==> config.mk <==
export PLATFORM = sky130hd
export DESIGN_NAME = rgb_fade_seq
export DESIGN_NICKNAME = d
export VERILOG_FILES = /design/src/rtl/rgb_fade_seq.sv
export SDC_FILE = /design/constraint.sdc
export NUM_CORES = 1
export LEC_CHECK = 0
export CAP_MARGIN = 20
export CORE_MARGIN = 2
export CORE_UTILIZATION = 57
export CTS_BUF_LIST = sky130_fd_sc_hd__clkbuf_2
export CTS_CLUSTER_SIZE = 8
export DETAILED_ROUTE_END_ITERATION = 8
export PLACE_DENSITY = 0.79
export SYNTH_ARGS = -nofsm -noshare
export SYNTH_HDL_FRONTEND = slang
export SYNTH_SLANG_ARGS = --single-unit
==> constraint.sdc <==
create_clock -name clk -period 2.8 [get_ports clk]
set_input_delay 0.28 -clock clk [delete_from_list [all_inputs] [get_ports clk]]
set_output_delay 0.28 -clock clk [all_outputs]
set_load 0.05 [all_outputs]
==> src/rtl/rgb_fade_seq.sv <==
// Colour-table sequencer: steps three 8-bit PWM duty values one count per tick
// toward each table entry in turn, holds there, then advances, loops or finishes.
module rgb_fade_seq #(
  parameter int STEP_DIV   = 256,
  parameter int HOLD_STEPS = 64
) (
  input  logic        clk,
  input  logic        resetn,
  input  logic        start,
  input  logic        stop,
  input  logic        loop,
  input  logic [2:0]  last_idx,
  input  logic        wr_en,
  input  logic [2:0]  wr_addr,
  input  logic [23:0] wr_data,
  output logic [7:0]  value0,
  output logic [7:0]  value1,
  output logic [7:0]  value2,
  output logic        en_out,
  output logic        busy,
  output logic        done
);

  localparam int            PW   = (STEP_DIV > 2) ? $clog2(STEP_DIV) : 1;
  localparam logic [PW-1:0] PMAX = PW'(STEP_DIV - 1);
  localparam logic [7:0]    HMAX = 8'(HOLD_STEPS - 1);

  typedef enum logic [2:0] {
    S_IDLE,
    S_LOAD,
    S_FADE,
    S_HOLD,
    S_DONE
  } state_t;

  state_t        r_state;
  logic [2:0]    r_idx;
  logic [PW-1:0] r_presc;
  logic [7:0]    r_hold;
  logic [7:0]    r_tgt0, r_tgt1, r_tgt2;
  logic [23:0]   r_table [8];

  logic          w_tick;
  logic [7:0]    w_next0, w_next1, w_next2;
  logic          w_arrived;
  logic [23:0]   w_entry;
  logic          w_match;

  function automatic logic [7:0] stepToward(input logic [7:0] v, input logic [7:0] t);
    if (v < t)      return v + 8'd1;
    else if (v > t) return v - 8'd1;
    else            return v;
  endfunction

  // The table survives reset, but a write coinciding with reset is dropped.
  always_ff @(posedge clk) begin
    if (resetn && wr_en) r_table[wr_addr] <= wr_data;
  end

  assign w_tick    = (r_presc == PMAX);
  assign w_next0   = stepToward(value0, r_tgt0);
  assign w_next1   = stepToward(value1, r_tgt1);
  assign w_next2   = stepToward(value2, r_tgt2);
  assign w_arrived = (w_next0 == r_tgt0) && (w_next1 == r_tgt1) && (w_next2 == r_tgt2);
  assign w_entry   = r_table[r_idx];
  assign w_match   = ({value0, value1, value2} == w_entry);

  always_ff @(posedge clk) begin
    if (!resetn) begin
      r_state <= S_IDLE;
      r_idx   <= 3'd0;
      r_presc <= '0;
      r_hold  <= 8'd0;
      r_tgt0  <= 8'd0;
      r_tgt1  <= 8'd0;
      r_tgt2  <= 8'd0;
      value0  <= 8'd0;
      value1  <= 8'd0;
      value2  <= 8'd0;
      en_out  <= 1'b0;
      busy    <= 1'b0;
      done    <= 1'b0;
    end else begin
      en_out <= 1'b0;
      if (stop) begin
        r_state <= S_IDLE;
        r_presc <= '0;
        r_hold  <= 8'd0;
        busy    <= 1'b0;
        done    <= 1'b0;
      end else begin
        case (r_state)
          S_IDLE, S_DONE: begin
            if (start) begin
              r_idx   <= 3'd0;
              r_state <= S_LOAD;
              busy    <= 1'b1;
              done    <= 1'b0;
            end
          end
          // Target is read before this edge's table write lands, so old data wins.
          S_LOAD: begin
            r_tgt0  <= w_entry[23:16];
            r_tgt1  <= w_entry[15:8];
            r_tgt2  <= w_entry[7:0];
            r_presc <= '0;
            r_hold  <= 8'd0;
            r_state <= w_match ? S_HOLD : S_FADE;
          end
          S_FADE: begin
            r_presc <= w_tick ? '0 : r_presc + 1'b1;
            if (w_tick) begin
              value0 <= w_next0;
              value1 <= w_next1;
              value2 <= w_next2;
              en_out <= 1'b1;
              if (w_arrived) begin
                r_state <= S_HOLD;
                r_hold  <= 8'd0;
              end
            end
          end
          S_HOLD: begin
            r_presc <= w_tick ? '0 : r_presc + 1'b1;
            if (w_tick) begin
              if (r_hold == HMAX) begin
                r_hold <= 8'd0;
                if (r_idx < last_idx) begin
                  r_idx   <= r_idx + 3'd1;
                  r_state <= S_LOAD;
                end else if (loop) begin
                  r_idx   <= 3'd0;
                  r_state <= S_LOAD;
                end else begin
                  r_state <= S_DONE;
                  busy    <= 1'b0;
                  done    <= 1'b1;
                end
              end else begin
                r_hold <= r_hold + 8'd1;
              end
            end
          end
          default: begin
            r_state <= S_IDLE;
            busy    <= 1'b0;
            done    <= 1'b0;
          end
        endcase
      end
    end
  end

endmodule

==> results of run 1 <==
worst max-delay path by stage:
stage               from   endpoint  slack, ns  cells after the start
6_report       r_tgt0[5]  r_hold[1]      -0.21                     12
5_1_grt        value2[0]  r_hold[0]      -0.39                     13
4_1_cts        r_tgt1[3]  r_hold[0]      -0.14                     13
3_5_place_dp   r_tgt1[7]  r_hold[7]      -0.31                     12
3_3_place_gp   r_tgt1[7]  r_hold[7]      -0.28                     12
2_1_floorplan  value2[0]  r_hold[2]      -0.07                     13
flip-flops by register name, indices dropped and copies added, names as in the netlist, named ones only:
name	flops
busy	1
done	1
en_out	1
r_hold	8
r_idx	3
r_presc	8
r_state	3
r_table	192
r_tgt0	8
r_tgt1	8
r_tgt2	8
value0	8
value1	8
value2	8
worst reg2reg max path: stages (launching register included):
cell                       delay, ns
sky130_fd_sc_hd__dfxtp_1        0.34
sky130_fd_sc_hd__inv_1          0.04
sky130_fd_sc_hd__ha_1           0.33
sky130_fd_sc_hd__a21oi_1        0.27
sky130_fd_sc_hd__o21a_1         0.30
sky130_fd_sc_hd__buf_4          0.18
sky130_fd_sc_hd__a21oi_1        0.08
sky130_fd_sc_hd__a311oi_2       0.32
sky130_fd_sc_hd__o2111a_1       0.30
sky130_fd_sc_hd__nor4bb_1       0.28
sky130_fd_sc_hd__nand4_1        0.20
sky130_fd_sc_hd__a32oi_1        0.23
sky130_fd_sc_hd__nor2_1         0.05
power groups by stage:
stage               Combinational (mW)  Sequential (mW)  Clock [mW]
floorplan                        0.613             4.43           0
global placement                  1.17             4.42           0
detailed placement                1.18             4.43           0
CTS                               1.33             4.34        2.64
global route                      1.50             4.35        2.83
finish                            1.40             4.34        2.56
per-layer routing:
layer / part of all wire / routed length, um / GRT usage / up-vias
met1: 0.41 / 13200 / 0.345 / 4703
met3: 0.075 / 2430 / 0.0586 / 75
met4: 0.030 / 982 / 0.124 / 0
met5: 0 / 0 / 0 / -
met2: 0.49 / 15700 / 0.454 / 375
li1: - / - / - / 4529
per-stage QoR:
step | instances | instance area, um2 | setup WS, ns | util | total power [mW]
2_1_floorplan | 1032 | 13000 | -0.0686 | - | 5.05
3_3_place_gp | 1493 | 15100 | -0.281 | 0.674 | 5.59
3_5_place_dp | 1493 | 15100 | -0.313 | 0.674 | 5.61
4_1_cts | 1621 | 16200 | -0.140 | 0.721 | 8.32
5_1_grt | 1626 | 16200 | -0.387 | 0.723 | 8.68
6_report | 1626 | 16200 | -0.209 | 0.723 | 8.31
cell families (layout without fill, tap and decap cells):
family / Yosys count / after routing / share of synthesized area
buffers and inverters: 91 / 399 / 0.0281
muxes: 81 / 81 / 0.110
and+or+nand+nor: 290 / 290 / 0.114
xor gates and xnor gates: 65 / 65 / 0.0441
DFF: 268 / 268 / 0.565
AOI/OAI and AO/OA: 202 / 202 / 0.105
adders and majority gates: 35 / 35 / 0.0340
other: 0 / 1 / 0
synth_stat cells (22+ instances only):
library cell               number  share of area
sky130_fd_sc_hd__edfxtp_1     192           0.45
sky130_fd_sc_hd__nor2_1        94          0.027
sky130_fd_sc_hd__dfxtp_1       76           0.12
sky130_fd_sc_hd__a21oi_1       48          0.019
sky130_fd_sc_hd__mux4_2        48          0.084
sky130_fd_sc_hd__xnor2_1       44          0.030
sky130_fd_sc_hd__o21ai_0       43          0.017
sky130_fd_sc_hd__nand2_1       42          0.012
sky130_fd_sc_hd__clkbuf_1      41          0.012
sky130_fd_sc_hd__a211oi_1      36          0.021
sky130_fd_sc_hd__ha_1          35          0.034
sky130_fd_sc_hd__inv_1         35          0.010
sky130_fd_sc_hd__mux2i_1       30          0.023
sky130_fd_sc_hd__or3_1         23          0.011
sky130_fd_sc_hd__nand3_1       22         0.0085
timing repair:
| item | CTS | global route |
|---|---|---|
| hold buffers | 0 | 0 |
| gates cloned | 0 | 0 |
| endpoints found under the setup margin | 9 | 11 |
| buffers inserted | 15 | 4 |
| pin swaps | 39 | 16 |
| resized for setup | 73 | 6 |
layout make-up:
cell class / count / area, um2
diodes: 1 / 2.50
clock buffers: 98 / 490
clock inverters: 16 / 104
fillers: 1572 / 6210
inverters: 36 / 138
multi-input cells: 673 / 5680
flip-flops and latches: 268 / 7340
well taps: 285 / 357
repair buffers: 249 / 2110
==> reports/summary.md, run 1 <==
### Run status
• status: finished, violations left
• violated checks: setup timing

### Power and ir drop
• fraction of power consumed by combinational cells: 0.169
• power spent charging and discharging nets: 2.28 mW
• Worst IR Drop VDD: 0.000418 V
• Flop pwr share: 0.522
• total power density per cell area: 512 nW/um2
• leakage power: 5.75 nW
• sw frac: 0.274
• clock group share of total power: 0.309
• internal power: 6.03 mW

### STA
• Final Hold Viols: 0
• setup slack after layout: -0.209 ns
• RSZ-0062 raised after global routing: yes
• setup-violating endpoint count in the final report: 11
• actual slew at the worst max-slew pin: 0.689 ns
• final total negative setup slack: -1.53 ns
• Worst Clk Skew: 0.0995 ns
• Achievable Freq: 332 MHz
• count of pins over their slew limit: 0
• Final min period: 3.01 ns
• worst slew margin relative to its limit: 0.541
• period utilisation layout: 1.07
• post-route worst hold slack: 0.182 ns

### CTS
• clock tree from TritonCTS: yes
• total clock sinks: 268
• Clk Tree Root Cell: sky130_fd_sc_hd__clkbuf_2
• clock-pin slew of the registers on the worst-case setup and hold paths: 0.11 ns
• clock insertion delay at the later pin of the skew report: 0.85 ns
• CTS H-tree depth: 3
• CTS max path bufs: 3
• number of clock buffers inserted by TritonCTS: 68

### Yosys
• post-synthesis register bit count: 268
• share of flip-flops with an asynchronous set or reset: 0
• synth unique cells: 64
• Net Count, Synth: 1103
• mean instance size in the synthesized netlist: 12.5 um2
• summed instance area of the synthesized netlist: 12900 um2
• flip-flop cell with the highest count after synthesis: sky130_fd_sc_hd__edfxtp_1
• post-synthesis sequential area ratio: 0.565
• number of flops mapped to enable cells by yosys: 192
• number of standard cells after synthesis: 1032
• synthesis warning total: 0

### Critical path
• Setup crit start kind: register
• cell count of the worst reg-to-reg path: 12
• critical path buffer and inverter count: 2
• classification of the worst setup path: reg2reg
• critical path endpoint category: register
• Crit Path Max Fanout: 4
• Reg-to-Reg Start: r_tgt0[5]
• critical register-to-register path endpoint: r_hold[1]
• Most common cell on crit path: sky130_fd_sc_hd__a21oi_1
• R2R Setup Slk: -0.21 ns
• worst endpoint required time: 3.50 ns
• cell family with the largest share of critical-path delay: compound AO/OA/AOI/OAI gates
• standard cell with the maximum stage delay on the critical path: sky130_fd_sc_hd__dfxtp_1
• ordered cell list for the critical path: inv_1, ha_1, a21oi_1, o21a_1, buf_4, a21oi_1, a311oi_2, o2111a_1, nor4bb_1, nand4_1, a32oi_1, nor2_1
• Slowest Stage Delay on Critical Path: 0.34 ns
• critical path arrival: 3.71 ns

### Route
• residual antenna-violating net count after detailed routing: 0
• aggregate routed wire length: 32400 um
• remaining design rule violation count: 0
• via count of the routed design: 9682
• DRC marker count from the first detailed-route iteration: 728
• mean number of vias per cell: 5.95
• WL/cell: 19.9 um
• number of search-and-repair iterations in the first detailed-routing pass: 5

### GRT
• antenna violations before repair: 1
• maximum number of pins on one net before global-route repair: 49
• GR Overflow Total: 0
• overall fraction of global-route tracks in use: 0.272
• first-pass GRT wire length: 50400 um
• via count of the first global-routing pass: 9760

### Floorplanning
• die width: 154 um
• starting density of the core: 0.575
• die area: 23800 um2
• core area: 22400 um2
• I/O pin total: 63
• DIE HEIGHT: 154 um
• count of standard-cell rows: 55

### Flow run
• # Max-Cap Violations: 0

### Min path
• Worst Hold Launch: wr_data[15]
• Min-Delay Endpoint: r_table[1][15]
• class of the tightest hold or removal check: in2reg
• cell count of the worst hold path: 1

### Place
• HPWL after detailed placement: 21800 um
• final weighted congestion in routability-driven placement: 0.942
• port bufs: 62

### Final layout
• top library cells by usage in the layout, fill and taps aside: sky130_fd_sc_hd__edfxtp_1 (192), sky130_fd_sc_hd__buf_4 (179), sky130_fd_sc_hd__clkbuf_2 (98)
• leading cell type in the layout, fill and taps excluded: sky130_fd_sc_hd__edfxtp_1
• # nets final: 1367
• share of cells above drive strength 1: 0.349
• Syn-to-layout area delta: 25.8%

(Power assumes the default switching activity.)
==> inputs of run 2 (changes only) <==
- ABC_CLOCK_PERIOD_IN_PS: unset -> 2800
- CORE_UTILIZATION: 57 -> 31
- PLACE_DENSITY: 0.79 -> unset
==> run 2 against run 1 <==
The run still ends with setup timing left. Routed wire length increased by 8.1%. Via count is 0.13% lower. Final area up 4.0%. Sequential power about the same. Clock skew increased by 0.029 ns. Sequential cell count stayed put. Sequential share of layout area is 1.8 points lower. Highest routed layer is now met5.
==> reports/summary.md, run 2 (synthesized netlist as in run 1, its figures left out) <==
### Power and ir drop
• clock group share of total power: 0.335, +0.026
• fraction of power consumed by combinational cells: 0.161, -0.008
• total power density per cell area: 509 nW/um2, -0.58%
• leakage power: 5.89 nW, +2.5%
• Flop pwr share: 0.505, -0.017
• Worst IR Drop VDD: 0.000257 V, -38%
• power spent charging and discharging nets: 2.35 mW, +3.0%
• post-layout power: 8.60 mW, +3.4%
• internal power: 6.25 mW, +3.6%
• sw frac: 0.273, -0.00122

### CTS
• Clk Tree Root Cell: sky130_fd_sc_hd__clkbuf_2
• number of clock buffers inserted by TritonCTS: 71, +4.4%
• cts-stage hold buffer count: 0, unchanged
• clock insertion delay at the later pin of the skew report: 0.94 ns, +0.09 ns
• clock tree from TritonCTS: yes
• CTS max path bufs: 3, unchanged
• CTS H-tree depth: 3, unchanged
• total clock sinks: 268, unchanged
• clock-pin slew of the registers on the worst-case setup and hold paths: 0.10 ns, about the same

### STA
• setup-violating endpoint count in the final report: 9, -2
• count of pins over their slew limit: 0, unchanged
• worst slew margin relative to its limit: 0.394, -0.147
• setup slack after layout: -0.236 ns, -0.0273 ns
• RSZ-0062 raised after global routing: yes
• Final Hold Viols: 0, unchanged
• Final min period: 3.04 ns, +0.0273 ns
• Achievable Freq: 329 MHz, -0.90%
• period utilisation layout: 1.08, +0.00975
• actual slew at the worst max-slew pin: 0.909 ns, +0.220 ns
• Worst Clk Skew: 0.129 ns, +0.0293 ns

### Critical path
• standard cell with the maximum stage delay on the critical path: sky130_fd_sc_hd__a2111o_1
• Slowest Stage Delay on Critical Path: 0.38 ns, +0.04 ns
• worst endpoint required time: 3.51 ns, about the same
• cell family with the largest share of critical-path delay: simple AND/OR/NAND/NOR gates
• critical path endpoint category: register
• critical path buffer and inverter count: 2, unchanged
• critical register-to-register path endpoint: r_hold[7]
• R2R Setup Slk: -0.24 ns, -0.03 ns
• classification of the worst setup path: reg2reg
• critical path arrival: 3.75 ns, +0.04 ns
• cell count of the worst reg-to-reg path: 13, +1
• Setup crit start kind: register
• ordered cell list for the critical path: inv_2, ha_4, nor2b_4, o211ai_4, a21o_1, and3_4, or3_4, a2111o_1, nor4_2, buf_4, nand4_1, nand2_2, a311oi_2
• Crit Path Max Fanout: 4, unchanged
• Reg-to-Reg Start: r_tgt1[1]

### Final layout
• final cell count without fillers: 1899, +17%
• Top reg by flops: r_table
• top library cells by usage in the layout, fill and taps aside: sky130_fd_sc_hd__edfxtp_1 (192), sky130_fd_sc_hd__buf_4 (176), sky130_fd_sc_hd__clkbuf_2 (113)
• share of cells above drive strength 1: 0.361, +0.0125
• flip-flop count of the largest register, all copies and words added: 192, unchanged
• # nets final: 1378, +0.80%
• leading cell type in the layout, fill and taps excluded: sky130_fd_sc_hd__edfxtp_1
• Syn-to-layout area delta: 30.9%

### GRT
• maximum number of pins on one net before global-route repair: 50, +2.0%
• GR Overflow Total: 0, unchanged
• overall fraction of global-route tracks in use: 0.161, -0.112
• via count of the first global-routing pass: 9725, -0.36%
• antenna violations before repair: 4, +3
• first-pass GRT wire length: 54300 um, +7.7%

### Place
• HPWL after detailed placement: 23500 um, +8.0%
• placed cell count: 1744, +17%
• port bufs: 62, unchanged
• final weighted congestion in routability-driven placement: 0.924, -2.0%

### Min path
• Worst Hold Launch: wr_data[23]
• class of the tightest hold or removal check: in2reg
• cell count of the worst hold path: 1, unchanged
• Min-Delay Endpoint: r_table[4][23]

### Route
• DRC marker count from the first detailed-route iteration: 608, -16%
• aggregate routed wire length: 35000 um, +8.1%
• remaining design rule violation count: 0, unchanged
• via count of the routed design: 9669, -0.13%
• residual antenna-violating net count after detailed routing: 0, unchanged
• WL/cell: 18.4 um, -7.4%
• mean number of vias per cell: 5.09, -14%
• number of search-and-repair iterations in the first detailed-routing pass: 8, +3

### Floorplanning
• die width: 208 um, +35%
• die area: 43200 um2, +81%
• starting density of the core: 0.315, -0.260
• count of standard-cell rows: 74, +35%
• I/O pin total: 63, unchanged
• core area: 40900 um2, +82%
• DIE HEIGHT: 208 um, +35%

### Run status
• violated checks: setup timing
• status: finished, violations left

### Flow run
• # Max-Cap Violations: 0, unchanged

-- run 2: worst max path at each step --
stage	from	endpoint	slack (ns)	depth (start not counted)
2_1_floorplan	value2[0]	r_hold[2]	-0.07	13
3_3_place_gp	r_tgt1[7]	r_hold[7]	-0.33	11
3_5_place_dp	r_tgt1[7]	r_hold[7]	-0.49	11
4_1_cts	r_tgt2[1]	r_hold[7]	-0.24	14
5_1_grt	r_tgt2[7]	r_hold[7]	-0.41	14
6_report	r_tgt1[1]	r_hold[7]	-0.24	13
-- run 2: cell type report --
type	count	area [um2]
Timing Repair Buffer	257	2270
Antenna cell	4	10.0
Inverter	36	138
Sequential cell	268	7340
Clock buffer	113	566
Clock inverter	16	123
Fill cell	3909	24000
Tap cell	532	666
Multi-Input combinational cell	673	5760
-- run 2: power groups by stage --
stage | clock, mW | combinational (mW) | sequential [mW]
3_5_place_dp | 0 | 1.17 | 4.43
2_1_floorplan | 0 | 0.613 | 4.43
6_report | 2.88 | 1.38 | 4.34
5_1_grt | 3.18 | 1.48 | 4.35
4_1_cts | 2.98 | 1.28 | 4.34
3_3_place_gp | 0 | 1.17 | 4.42
-- run 2: repair_timing --
item | 4_1_cts | 5_1_grt
buffers inserted | 17 | 5
pin swaps | 24 | 22
endpoints found under the setup margin | 9 | 11
gates resized for setup | 53 | 41
-- run 2: layer usage --
metal | up-vias | global-route usage | wire length, um
li1 | 4575 | - | -
met4 | 2 | 0.0668 | 1090
met5 | - | 0 | 12
met2 | 329 | 0.251 | 16200
met3 | 79 | 0.0382 | 2120
met1 | 4684 | 0.215 | 15500
-- run 2: worst register-to-register path, delay by kind of cell, from the launching register on --
family | cells | cell delay, ns
AO/OA/AOI/OAI | 4 | 0.82
adder cells (fa/ha/maj) | 1 | 0.26
buffers and inverters | 2 | 0.22
flip-flops | 1 | 0.35
AND/OR/NAND/NOR | 6 | 1.16
-- run 2: through the flow --
stage	instance area (um2)	setup slack, ns	util	hold WS [ns]	TNS, ns
4_1_cts	16600	-0.236	0.407	0.000776	-1.55
6_report	16900	-0.236	0.412	0.107	-1.55
5_1_grt	16900	-0.405	0.412	0.00554	-2.91
3_3_place_gp	15500	-0.333	0.380	0.459	-2.85
2_1_floorplan	13000	-0.0686	-	0.379	-0.223
3_5_place_dp	15500	-0.491	0.380	0.478	-3.92
